### src/rtl/display_pkg.sv
// Shared types, constants and helpers for the BCD display driver.
package display_pkg;

  typedef enum logic [1:0] {
    IDLE   = 2'd0,
    SHIFT  = 2'd1,
    COMMIT = 2'd2
  } disp_state_t;

  // Active-low segment patterns, bit order {g,f,e,d,c,b,a}.
  localparam logic [6:0] SEG_BLANK = 7'h7F;
  localparam logic [6:0] SEG_LUT [10] = '{
    7'h40, 7'h79, 7'h24, 7'h30, 7'h19,
    7'h12, 7'h02, 7'h78, 7'h00, 7'h10
  };

  // Decimal digits needed to hold any WIDTH-bit unsigned value (log10(2) ~ 0.301).
  function automatic int nbcd(input int width);
    return width * 301 / 1000 + 1;
  endfunction

endpackage

### src/rtl/bcd_display_driver_if.sv
// Load/value request and committed display outputs of the BCD display driver.
interface bcd_display_driver_if #(
  parameter int WIDTH  = 32,
  parameter int DIGITS = 8
) ();

  logic                  load;
  logic [WIDTH-1:0]      value;
  logic                  busy;
  logic                  done;
  logic                  ovf;
  logic [4*DIGITS-1:0]   bcd_out;
  logic [7*DIGITS-1:0]   hex_out;

  modport master (
    output load, value,
    input  busy, done, ovf, bcd_out, hex_out
  );

  modport slave (
    input  load, value,
    output busy, done, ovf, bcd_out, hex_out
  );

endinterface

### src/rtl/seg7_decode.sv
// Combinational BCD digit to active-low 7-segment pattern, with forced blank.
module seg7_decode
  import display_pkg::*;
(
  input  logic [3:0] bcd_i,
  input  logic       blank_i,
  output logic [6:0] seg_o
);

  // Decode one digit; non-decimal codes and blanked digits show nothing.
  always_comb begin
    seg_o = SEG_BLANK;
    if (!blank_i && (bcd_i <= 4'd9)) begin
      seg_o = SEG_LUT[int'(bcd_i)];
    end
  end

endmodule

### src/rtl/bcd_display_driver.sv
// Sequential double-dabble converter feeding an 8-digit 7-segment display.
// A captured value is shifted in one bit per clock; all digits are committed
// together so the display never shows a partially converted number.
module bcd_display_driver
  import display_pkg::*;
#(
  parameter int WIDTH         = 32,
  parameter int DIGITS        = 8,
  parameter int BLANK_LEADING = 1
) (
  input  logic               clk,
  input  logic               rst_n,
  bcd_display_driver_if.slave bus
);

  localparam int NBCD  = nbcd(WIDTH);
  localparam int CNT_W = $clog2(WIDTH + 1);
  localparam logic [CNT_W-1:0] LAST_CNT = CNT_W'(WIDTH - 1);

  disp_state_t          state_q, state_d;
  logic [WIDTH-1:0]     shreg_q, shreg_d;
  logic [4*NBCD-1:0]    bcd_q, bcd_d, bcd_adj;
  logic [CNT_W-1:0]     cnt_q, cnt_d;
  logic                 pend_q, pend_d;
  logic [WIDTH-1:0]     pend_val_q, pend_val_d;
  logic                 busy_q, busy_d;
  logic                 done_q, done_d;
  logic                 ovf_q, ovf_d;
  logic [4*DIGITS-1:0]  bcd_out_q, bcd_out_d;
  logic [7*DIGITS-1:0]  hex_out_q, hex_out_d;
  logic [7*DIGITS-1:0]  hex_dec;
  logic [DIGITS-1:0]    blank;
  logic                 ovf_now;
  logic                 seen_nz;

  // Double-dabble correction: bump every nibble >= 5 by 3 before the shift.
  always_comb begin
    bcd_adj = bcd_q;
    for (int i = 0; i < NBCD; i++) begin
      if (bcd_q[4*i +: 4] >= 4'd5) begin
        bcd_adj[4*i +: 4] = bcd_q[4*i +: 4] + 4'd3;
      end
    end
  end

  // Overflow and leading-zero blanking, judged over every internal digit.
  always_comb begin
    ovf_now = 1'b0;
    blank   = '0;
    for (int i = DIGITS; i < NBCD; i++) begin
      ovf_now = ovf_now | (bcd_q[4*i +: 4] != 4'd0);
    end
    seen_nz = ovf_now;
    for (int i = DIGITS - 1; i >= 0; i--) begin
      seen_nz  = seen_nz | (bcd_q[4*i +: 4] != 4'd0);
      blank[i] = (BLANK_LEADING != 0) && (i != 0) && !seen_nz;
    end
  end

  // One decoder per displayed digit.
  for (genvar g = 0; g < DIGITS; g++) begin : g_digit
    seg7_decode u_dec (
      .bcd_i   (bcd_q[4*g +: 4]),
      .blank_i (blank[g]),
      .seg_o   (hex_dec[7*g +: 7])
    );
  end

  // Next-state logic: FSM, shift datapath, pending slot and output commit.
  always_comb begin
    // NOTE: every signal gets its hold value first so no path can infer a latch.
    state_d    = state_q;
    shreg_d    = shreg_q;
    bcd_d      = bcd_q;
    cnt_d      = cnt_q;
    pend_d     = pend_q;
    pend_val_d = pend_val_q;
    bcd_out_d  = bcd_out_q;
    hex_out_d  = hex_out_q;
    ovf_d      = ovf_q;
    done_d     = 1'b0;

    unique case (state_q)
      IDLE: begin
        if (bus.load) begin
          shreg_d = bus.value;
          bcd_d   = '0;
          cnt_d   = '0;
          state_d = SHIFT;
        end
      end
      SHIFT: begin
        {bcd_d, shreg_d} = {bcd_adj, shreg_q} << 1;
        cnt_d = cnt_q + CNT_W'(1);
        if (cnt_q == LAST_CNT) begin
          state_d = COMMIT;
        end
        if (bus.load) begin
          pend_d     = 1'b1;
          pend_val_d = bus.value;
        end
      end
      COMMIT: begin
        bcd_out_d = bcd_q[4*DIGITS-1:0];
        hex_out_d = hex_dec;
        ovf_d     = ovf_now;
        done_d    = 1'b1;
        // A strobe on this edge is the newest request, so it beats the queued one.
        if (bus.load || pend_q) begin
          shreg_d = bus.load ? bus.value : pend_val_q;
          bcd_d   = '0;
          cnt_d   = '0;
          pend_d  = 1'b0;
          state_d = SHIFT;
        end else begin
          state_d = IDLE;
        end
      end
      default: state_d = IDLE;
    endcase

    busy_d = (state_d != IDLE);
  end

  // Control and visible outputs: synchronous active-low reset.
  always_ff @(posedge clk) begin
    if (!rst_n) begin
      // NOTE: sequential state uses <= so every register samples pre-edge values.
      state_q   <= IDLE;
      cnt_q     <= '0;
      pend_q    <= 1'b0;
      busy_q    <= 1'b0;
      done_q    <= 1'b0;
      ovf_q     <= 1'b0;
      bcd_out_q <= '0;
      hex_out_q <= {DIGITS{SEG_BLANK}};
    end else begin
      state_q   <= state_d;
      cnt_q     <= cnt_d;
      pend_q    <= pend_d;
      busy_q    <= busy_d;
      done_q    <= done_d;
      ovf_q     <= ovf_d;
      bcd_out_q <= bcd_out_d;
      hex_out_q <= hex_out_d;
    end
  end

  // Datapath registers: always loaded before they are read.
  always_ff @(posedge clk) begin
    // NOTE: no reset here; control flags above decide when these contents matter.
    shreg_q    <= shreg_d;
    bcd_q      <= bcd_d;
    pend_val_q <= pend_val_d;
  end

  assign bus.busy    = busy_q;
  assign bus.done    = done_q;
  assign bus.ovf     = ovf_q;
  assign bus.bcd_out = bcd_out_q;
  assign bus.hex_out = hex_out_q;

endmodule

### src/flat_wrapper.sv
// flat-port wrapper written by rule: the top's interface ports become plain ports
module bcd_display_driver_flat import display_pkg::*;
#(
  parameter int WIDTH         = 32,
  parameter int DIGITS        = 8,
  parameter int BLANK_LEADING = 1
)
  (clk, rst_n, bus_load, bus_value, bus_busy, bus_done, bus_ovf, bus_bcd_out, bus_hex_out);
  bcd_display_driver_if #(.WIDTH(WIDTH), .DIGITS(DIGITS)) bus_i ();
  input  logic clk;
  input  logic rst_n;
  input wire logic [$bits(bus_i.load)-1:0] bus_load;
  input wire logic [$bits(bus_i.value)-1:0] bus_value;
  output wire logic [$bits(bus_i.busy)-1:0] bus_busy;
  output wire logic [$bits(bus_i.done)-1:0] bus_done;
  output wire logic [$bits(bus_i.ovf)-1:0] bus_ovf;
  output wire logic [$bits(bus_i.bcd_out)-1:0] bus_bcd_out;
  output wire logic [$bits(bus_i.hex_out)-1:0] bus_hex_out;
  assign bus_i.load = bus_load;
  assign bus_i.value = bus_value;
  assign bus_busy = bus_i.busy;
  assign bus_done = bus_i.done;
  assign bus_ovf = bus_i.ovf;
  assign bus_bcd_out = bus_i.bcd_out;
  assign bus_hex_out = bus_i.hex_out;
  bcd_display_driver #(.WIDTH(WIDTH), .DIGITS(DIGITS), .BLANK_LEADING(BLANK_LEADING)) u_core (.clk(clk), .rst_n(rst_n), .bus(bus_i));
endmodule
### config.mk
export PLATFORM = sky130hd
export DESIGN_NAME = bcd_display_driver_flat
export DESIGN_NICKNAME = d
export VERILOG_FILES = /design/src/rtl/display_pkg.sv /design/src/rtl/bcd_display_driver_if.sv /design/src/rtl/seg7_decode.sv /design/src/rtl/bcd_display_driver.sv /design/src/flat_wrapper.sv
export SDC_FILE = /design/constraint.sdc
export NUM_CORES = 1
export LEC_CHECK = 0
export ABC_AREA = 1
export CORE_ASPECT_RATIO = 1.75
export CORE_MARGIN = 1
export CORE_UTILIZATION = 45
export CTS_BUF_LIST = sky130_fd_sc_hd__clkbuf_4 sky130_fd_sc_hd__clkbuf_8
export DETAILED_ROUTE_END_ITERATION = 8
export PLACE_DENSITY = 0.67
export SYNTH_ARGS = -nofsm -noshare
export SYNTH_HDL_FRONTEND = slang
export SYNTH_SLANG_ARGS = --single-unit
### constraint.sdc
create_clock -name clk -period 5.3 [get_ports clk]
set_input_delay 1.06 -clock clk [delete_from_list [all_inputs] [get_ports clk]]
set_output_delay 1.06 -clock clk [all_outputs]
set_load 0.01 [all_outputs]
==> Word-level counts from Yosys, hierarchy flattened <==
Memory sizes are Yosys's and may differ from the RTL's.
Index checks and enable logic that the tools add are counted.
Widths: inputs -> output; s select.
{ "word_totals": {"regBits": 204, "latchBits": 0, "mem_bits_rw": 0, "mem_bits_ro": 896, "word_cells": 153, "mem_count": 8} }
{ "classes": {"n_addsub": 11, "multipliers": 0, "div": 0, "n_lt_le_gt_ge": 26, "eq_ne": 6, "shift": 0, "n_mux": 52, "n_bitwise": 16, "reduce_logical": 23} }
{ "mem_list": {"columns": ["memory", "depth", "word_bits", "rd", "rd_ports_with_merged_regs", "wr", "line", "source"], "rows": [
  ["(name not given)", 16, 7, 1, 0, 0, "seg7_decode.sv:14", "seg_o = SEG_LUT[int'(bcd_i)];"],
  ["(name not given)", 16, 7, 1, 0, 0, "seg7_decode.sv:14", null],
  ["(name not given)", 16, 7, 1, 0, 0, "seg7_decode.sv:14", null],
  ["(name not given)", 16, 7, 1, 0, 0, "seg7_decode.sv:14", null],
  ["(name not given)", 16, 7, 1, 0, 0, "seg7_decode.sv:14", null],
  ["(name not given)", 16, 7, 1, 0, 0, "seg7_decode.sv:14", null],
  ["+2 memories", null, null, null, null, null, null, null]
]} }
{ "ops": {"columns": ["cell", "n"], "rows": [
  ["$ge 32x5->1 const B", 8],
  ["$not 4->32", 8],
  ["$mux 7", 24],
  ["$pmux 40 s3", 1],
  ["$mux 32", 3],
  ["$pmux 32 s3", 1],
  ["$mux 40", 2],
  ["$ge 4x3->1 const B", 10],
  ["$add 4x2->4 const B", 9],
  ["$mux 4", 9],
  ["$reduce_bool 4->1", 9],
  ["$le 4x4->1 const B", 8],
  ["$pmux 6 s3", 1],
  ["$mux 6", 2],
  ["$or 1x1->1", 8],
  ["$logic_and 1x1->1", 7],
  ["$add 6x1->6 const B", 1],
  ["$eq 6x5->1 const B", 1],
  ["$pmux 2 s3", 1],
  ["$reduce_and 3->1", 2],
  ["$mux 1", 4],
  ["$mux 2", 2],
  ["$ne 2x2->1 const B", 2],
  ["$reduce_bool 2->1", 2],
  ["other kinds (9)", 9]
]} }

==> Longest topological paths before layout <==
{ "depth": {"ltp_word": 11, "mapped_depth": 12, "depth_no_buf": 12} }

==> Cells and area by module <==
From an unflattened synthesis, not the netlist that was laid out.
{ "unflattened": {"cells_unflattened": 1313, "area_unflattened_um2": 10895.4} }
{ "modules_own_cells": {"columns": ["module", "n_inst", "cells_each", "area_each_um2"], "rows": [
  ["bcd_display_driver", 1, 993, 8973.6],
  ["seg7_decode", 8, 40, 240.2]
]} }

==> Worst setup path before layout <==
Ideal clock, no wire load.
{ "synth_timing": {"kind": "input to register", "from": "input port bus_load", "to": "register u_core.cnt_q[5]", "arrival_ns": 2.528, "t_required_ns": 5.181, "path_slack_ns": 2.653, "path_stages": 9, "path_cell_list": "buf_6 nor2_1 nor2_1 o21a_4 clkinv_2 o21ai_2 inv_2 o21ai_1 a21oi_1"} }
{ "synth_between": {"elab_chain_cells": 3, "elab_cells_between_ends": 4, "classes_between": "eq/ne: 2; reduce/logical: 2"} }
{ "synth_lines": {"columns": ["element", "line", "source"], "rows": [
  ["start, declared", "flat_wrapper.sv:12", "input wire logic [$bits(bus_i.load)-1:0] bus_load;"],
  ["$logic_or 1x1->1", "bcd_display_driver.sv:109", "if (bus.load || pend_q) begin"],
  ["$ne 2x1->1 (no source line)", null, null],
  ["$reduce_and 3->1 (no source line) *", null, null],
  ["end signal, assigned", "bcd_display_driver.sv:139", "cnt_q <= cnt_d;"],
  ["end, declared", "bcd_display_driver.sv:23", "logic [CNT_W-1:0] cnt_q, cnt_d;"]
]} }
Mark *: on every way between the ends. The rest lies on a longest branch, timed or not.
A chain may end at the register's enable or synchronous reset.

==> Worst setup path in the final report <==
{ "layout_timing": {"from": "input port bus_load", "to": "register u_core.bcd_q[10], enable pin"} }
{ "layout_between": {"elab_chain_cells": 3, "elab_cells_between_ends": 4, "classes_between": "eq/ne: 2; reduce/logical: 2"} }
{ "layout_lines": {"columns": ["element", "line", "source"], "rows": [
  ["$logic_or 1x1->1", "bcd_display_driver.sv:109", null],
  ["$ne 2x1->1 (no source line)", null, null],
  ["$reduce_and 3->1 (no source line) *", null, null],
  ["end signal, assigned", "bcd_display_driver.sv:153", "bcd_q <= bcd_d;"],
  ["end, declared", "bcd_display_driver.sv:22", "logic [4*NBCD-1:0] bcd_q, bcd_d, bcd_adj;"]
]} }
Marks and branches as above.

==> flow_summary_export.csv <==
group,metric,value,unit
floorplanning,ios,126,
min_path,min_to,"u_core.cnt_q[4]$_SDFFE_PN0P_",
timing,worstMarginPinSlew,1.03,ns
clock_network,cts_setup_buffers,0,
cells_and_area,synthToLayoutAreaGrowth,21.7,%
clock_network,cts_resized,0,
pwr,p_per_area,312,nW/um2
timing,fin_crit_sh,60.2,%
clock_network,numClockSinks,204,
timing,relSlewSlack,31.1,%
worst_setup_path,rrSetupSlack,2.63,ns
clock_network,clock-root-buffer,"clkbuf_8",
clock_network,h-tree-depth,1,
worst_setup_path,worstPathArrival,3.43,ns
worst_setup_path,crit_family,"buffers and inverters",
worst_setup_path,worstPathRequired,5.54,ns
synthesis,ys_top_cells_by_area,"edfxtp_1, dfxtp_1, nand2_1",
floorplanning,fp.dieH,198,um
synthesis,ys_types,47,
timing,rsz0062_at_grt,"no",
synthesis,yosysWarnings,0,
route,drtIter0Drc,543,
placement,dp_cells,1473,
floorplanning,rows,71,
worst_setup_path,cp_max_fo,57,
clock_network,cts_tree,"yes",
clock_network,clkTransAtPathRegs,0.06,ns
worst_setup_path,timing.rr.end,"u_core.bus.hex_out[20]$_SDFFE_PN1P_",
floorplanning,core,21500,um2
cells_and_area,antenna_cells,0,
worst_setup_path,critical_path.cell_chain,"clkdlybuf4s50_1, nor2_1, nor2_1, o21a_4, buf_4",
clock_network,holdBufCountCts,0,
pwr,peakVddDrop,0.207,mV
global_route,track_usage,22.1,%
timing,period_needed,3.19,ns
floorplanning,die_x,114,um
placement,dpl-instance-area,11300,um2
synthesis,synth_top_area_share,31.7,%
synthesis,yosysSeqAreaShare,52.1,%
worst_setup_path,critPathMaxStageDelay,0.93,ns
clock_network,cts_buffers,31,
worst_setup_path,crit_type,"in2reg",
timing,setup_viol,0,
timing,drv_slew,0,
timing,finalHoldViolCount,0,
route,vias,8065,
global_route,grt_pass1_vias,8226,
synthesis,synth_area,9840,um2
synthesis,synth_area_per_cell,8.96,um2
worst_setup_path,reg2reg_depth,9,
pwr,cellLeakagePower,4.80,nW
global_route,antenna_found_initial,0,
worst_setup_path,startpoint_type,"input pin",
timing,max_freq,313,MHz
synthesis,synth_edf_count,104,
cells_and_area,fillers,1975,
global_route,grt.overflow.total,0,
timing,tns,0,ns
cells_and_area,seq_area,5120,um2
synthesis,mappedNetlistNets,1183,
route,wl,24300,um
synthesis,synthArstFlopShare,0,%
cells_and_area,stdcell_count,1531,
floorplanning,die-area,22500,um2
min_path,hp-start,"u_core.cnt_q[4]$_SDFFE_PN0P_",
route,via_per_inst,5.27,
synthesis,syn_inst,1098,
global_route,grt_start_max_net_pins,73,
cells_and_area,nets,1299,
worst_setup_path,rr_startpoint,"u_core.state_q[0]$_SDFF_PN0_",
worst_setup_path,slowest_stage,"clkdlybuf4s50_1",
route,drt-pass1-iter-count,5,
synthesis,yosysTopAreaCell,"edfxtp_1",
timing,fin_skew,0.0244,ns
min_path,hold_depth,1,
synthesis,ys_ff_latch,204,
synthesis,synth.most_common_cell,"nand2_1",
pwr,finalPower,0.00373,W
route,ant_nets,0,
cells_and_area,drive_above_1_share,9.60,%
route,avgRoutedWirePerCell,15.9,um
worst_setup_path,path_buf_inv,2,
placement,globalplace.congestion,0.859,
synthesis,synth_ff_type,"edfxtp_1",
run,drv_cap,0,
min_path,hold_class,"reg2reg",
global_route,grt_pass1_wl,40100,um
placement,place.port_buffers,125,
clock_network,cts.path.max_buffers,3,
clock_network,insertion_delay,0.57,ns
worst_setup_path,path_common_cell,"nor2_1",
synthesis,synthTopCellsByCount,"nand2_1, o21ai_0, edfxtp_1",
cells_and_area,finalInstanceArea,12000,um2
worst_setup_path,crit_path_end_kind,"flip-flop",
floorplanning,start_util,45.8,%
status,status,"completed",
cells_and_area,multi_input_area,4130,um2
route,drc,0,
placement,hpwl,16000,um
## report_power, final
part	total (W)	switching, W	leakage (nW)	internal [W]
Sequential	0.00185	0.0000769	1.87	0.00178
Combinational	0.000486	0.000321	2.57	0.000164
Clock	0.00139	0.000615	0.359	0.000778
## per-layer routing
layer / track usage (%) / wire length (um) / share of wire, % / vias to the layer above
li1: - / - / - / 4017
met5: 0 / 0 / 0 / -
met4: 7.60 / 535 / 2.2 / 0
met3: 3.65 / 1170 / 4.8 / 34
met1: 25.0 / 9870 / 41 / 3819
met2: 41.4 / 12700 / 52 / 195
## worst max-delay path by stage
stage,start,end,slack (ns),cells past startpoint
6_report,bus_load,u_core.bcd_q[10]$_SDFFCE_PN0P_,2.11,5
5_1_grt,bus_load,u_core.cnt_q[5]$_SDFFE_PN0P_,1.93,9
4_1_cts,bus_load,u_core.cnt_q[5]$_SDFFE_PN0P_,2.10,9
3_5_place_dp,bus_load,u_core.cnt_q[5]$_SDFFE_PN0P_,1.50,9
3_3_place_gp,bus_load,u_core.bcd_q[20]$_SDFFCE_PN0P_,1.52,5
2_1_floorplan,bus_load,u_core.cnt_q[5]$_SDFFE_PN0P_,2.65,9
## layout by cell type, fill, tap and decap left out, drive strengths merged, types with 3 or more instances in the layout
cell | Yosys | layout
nand3 | 40 | 40
ha | 50 | 50
clkbuf | 34 | 54
a221oi | 4 | 4
a21oi | 79 | 79
edfxtp | 104 | 104
a31oi | 4 | 4
inv | 92 | 92
a22oi | 31 | 31
o311ai | 8 | 8
clkinv | 4 | 6
o211ai | 14 | 14
o21a | 3 | 3
a211o | 3 | 3
clkdlybuf4s50 | 0 | 125
dfxtp | 100 | 100
o31ai | 4 | 4
nor3 | 23 | 23
buf | 16 | 9
or2 | 9 | 9
nor2 | 88 | 88
xor2 | 6 | 6
nand2 | 216 | 216
o21ai | 155 | 155
## kinds of logic after synthesis
logic type	synth area share (%)
AND/OR/NAND/NOR	16.8
flip-flops	52.1
buffers and inverters	6.18
AO/OA/AOI/OAI	18.1
XOR/XNOR	0.534
adder cells (fa/ha/maj)	6.36
## metrics by stage
| stage | utilization [%] | hold slack (ns) | setup WS (ns) |
|---|---|---|---|
| 6_report | 55.7 | 0.470 | 2.11 |
| 5_1_grt | 55.7 | 0.499 | 1.93 |
| 4_1_cts | 55.7 | 0.472 | 2.10 |
| 3_5_place_dp | 52.6 | 0.458 | 1.50 |
| 3_3_place_gp | 52.6 | 0.448 | 1.52 |
| 2_1_floorplan | - | 0.430 | 2.65 |
## state kept, by name, indices dropped and copies added, names as in the netlist
signal	flops
u_core.bus.bcd_out	32
u_core.bus.hex_out	56
u_core.shreg_q	32
u_core.cnt_q	6
u_core.bus.done	1
u_core.bus.ovf	1
u_core.state_q	2
u_core.bus.busy	1
u_core.pend_q	1
u_core.pend_val_q	32
u_core.bcd_q	40
## worst reg2reg max path: cells and delay by family (launching register included)
kind	cells	cell delay, ns
adder cells (fa/ha/maj)	1	0.50
buffers and inverters	4	1.29
AO/OA/AOI/OAI	2	0.23
flip-flops	1	0.35
AND/OR/NAND/NOR	2	0.18
## final cells by class
type	count	area share, %
clock inverter	4	0.428
tap	292	3.05
inverter	96	3.02
timing repair buffer	134	11.0
sequential	204	42.8
clock buffer	54	5.16
multi-input combinational	747	34.5
Power figures use the tool's default switching activity.
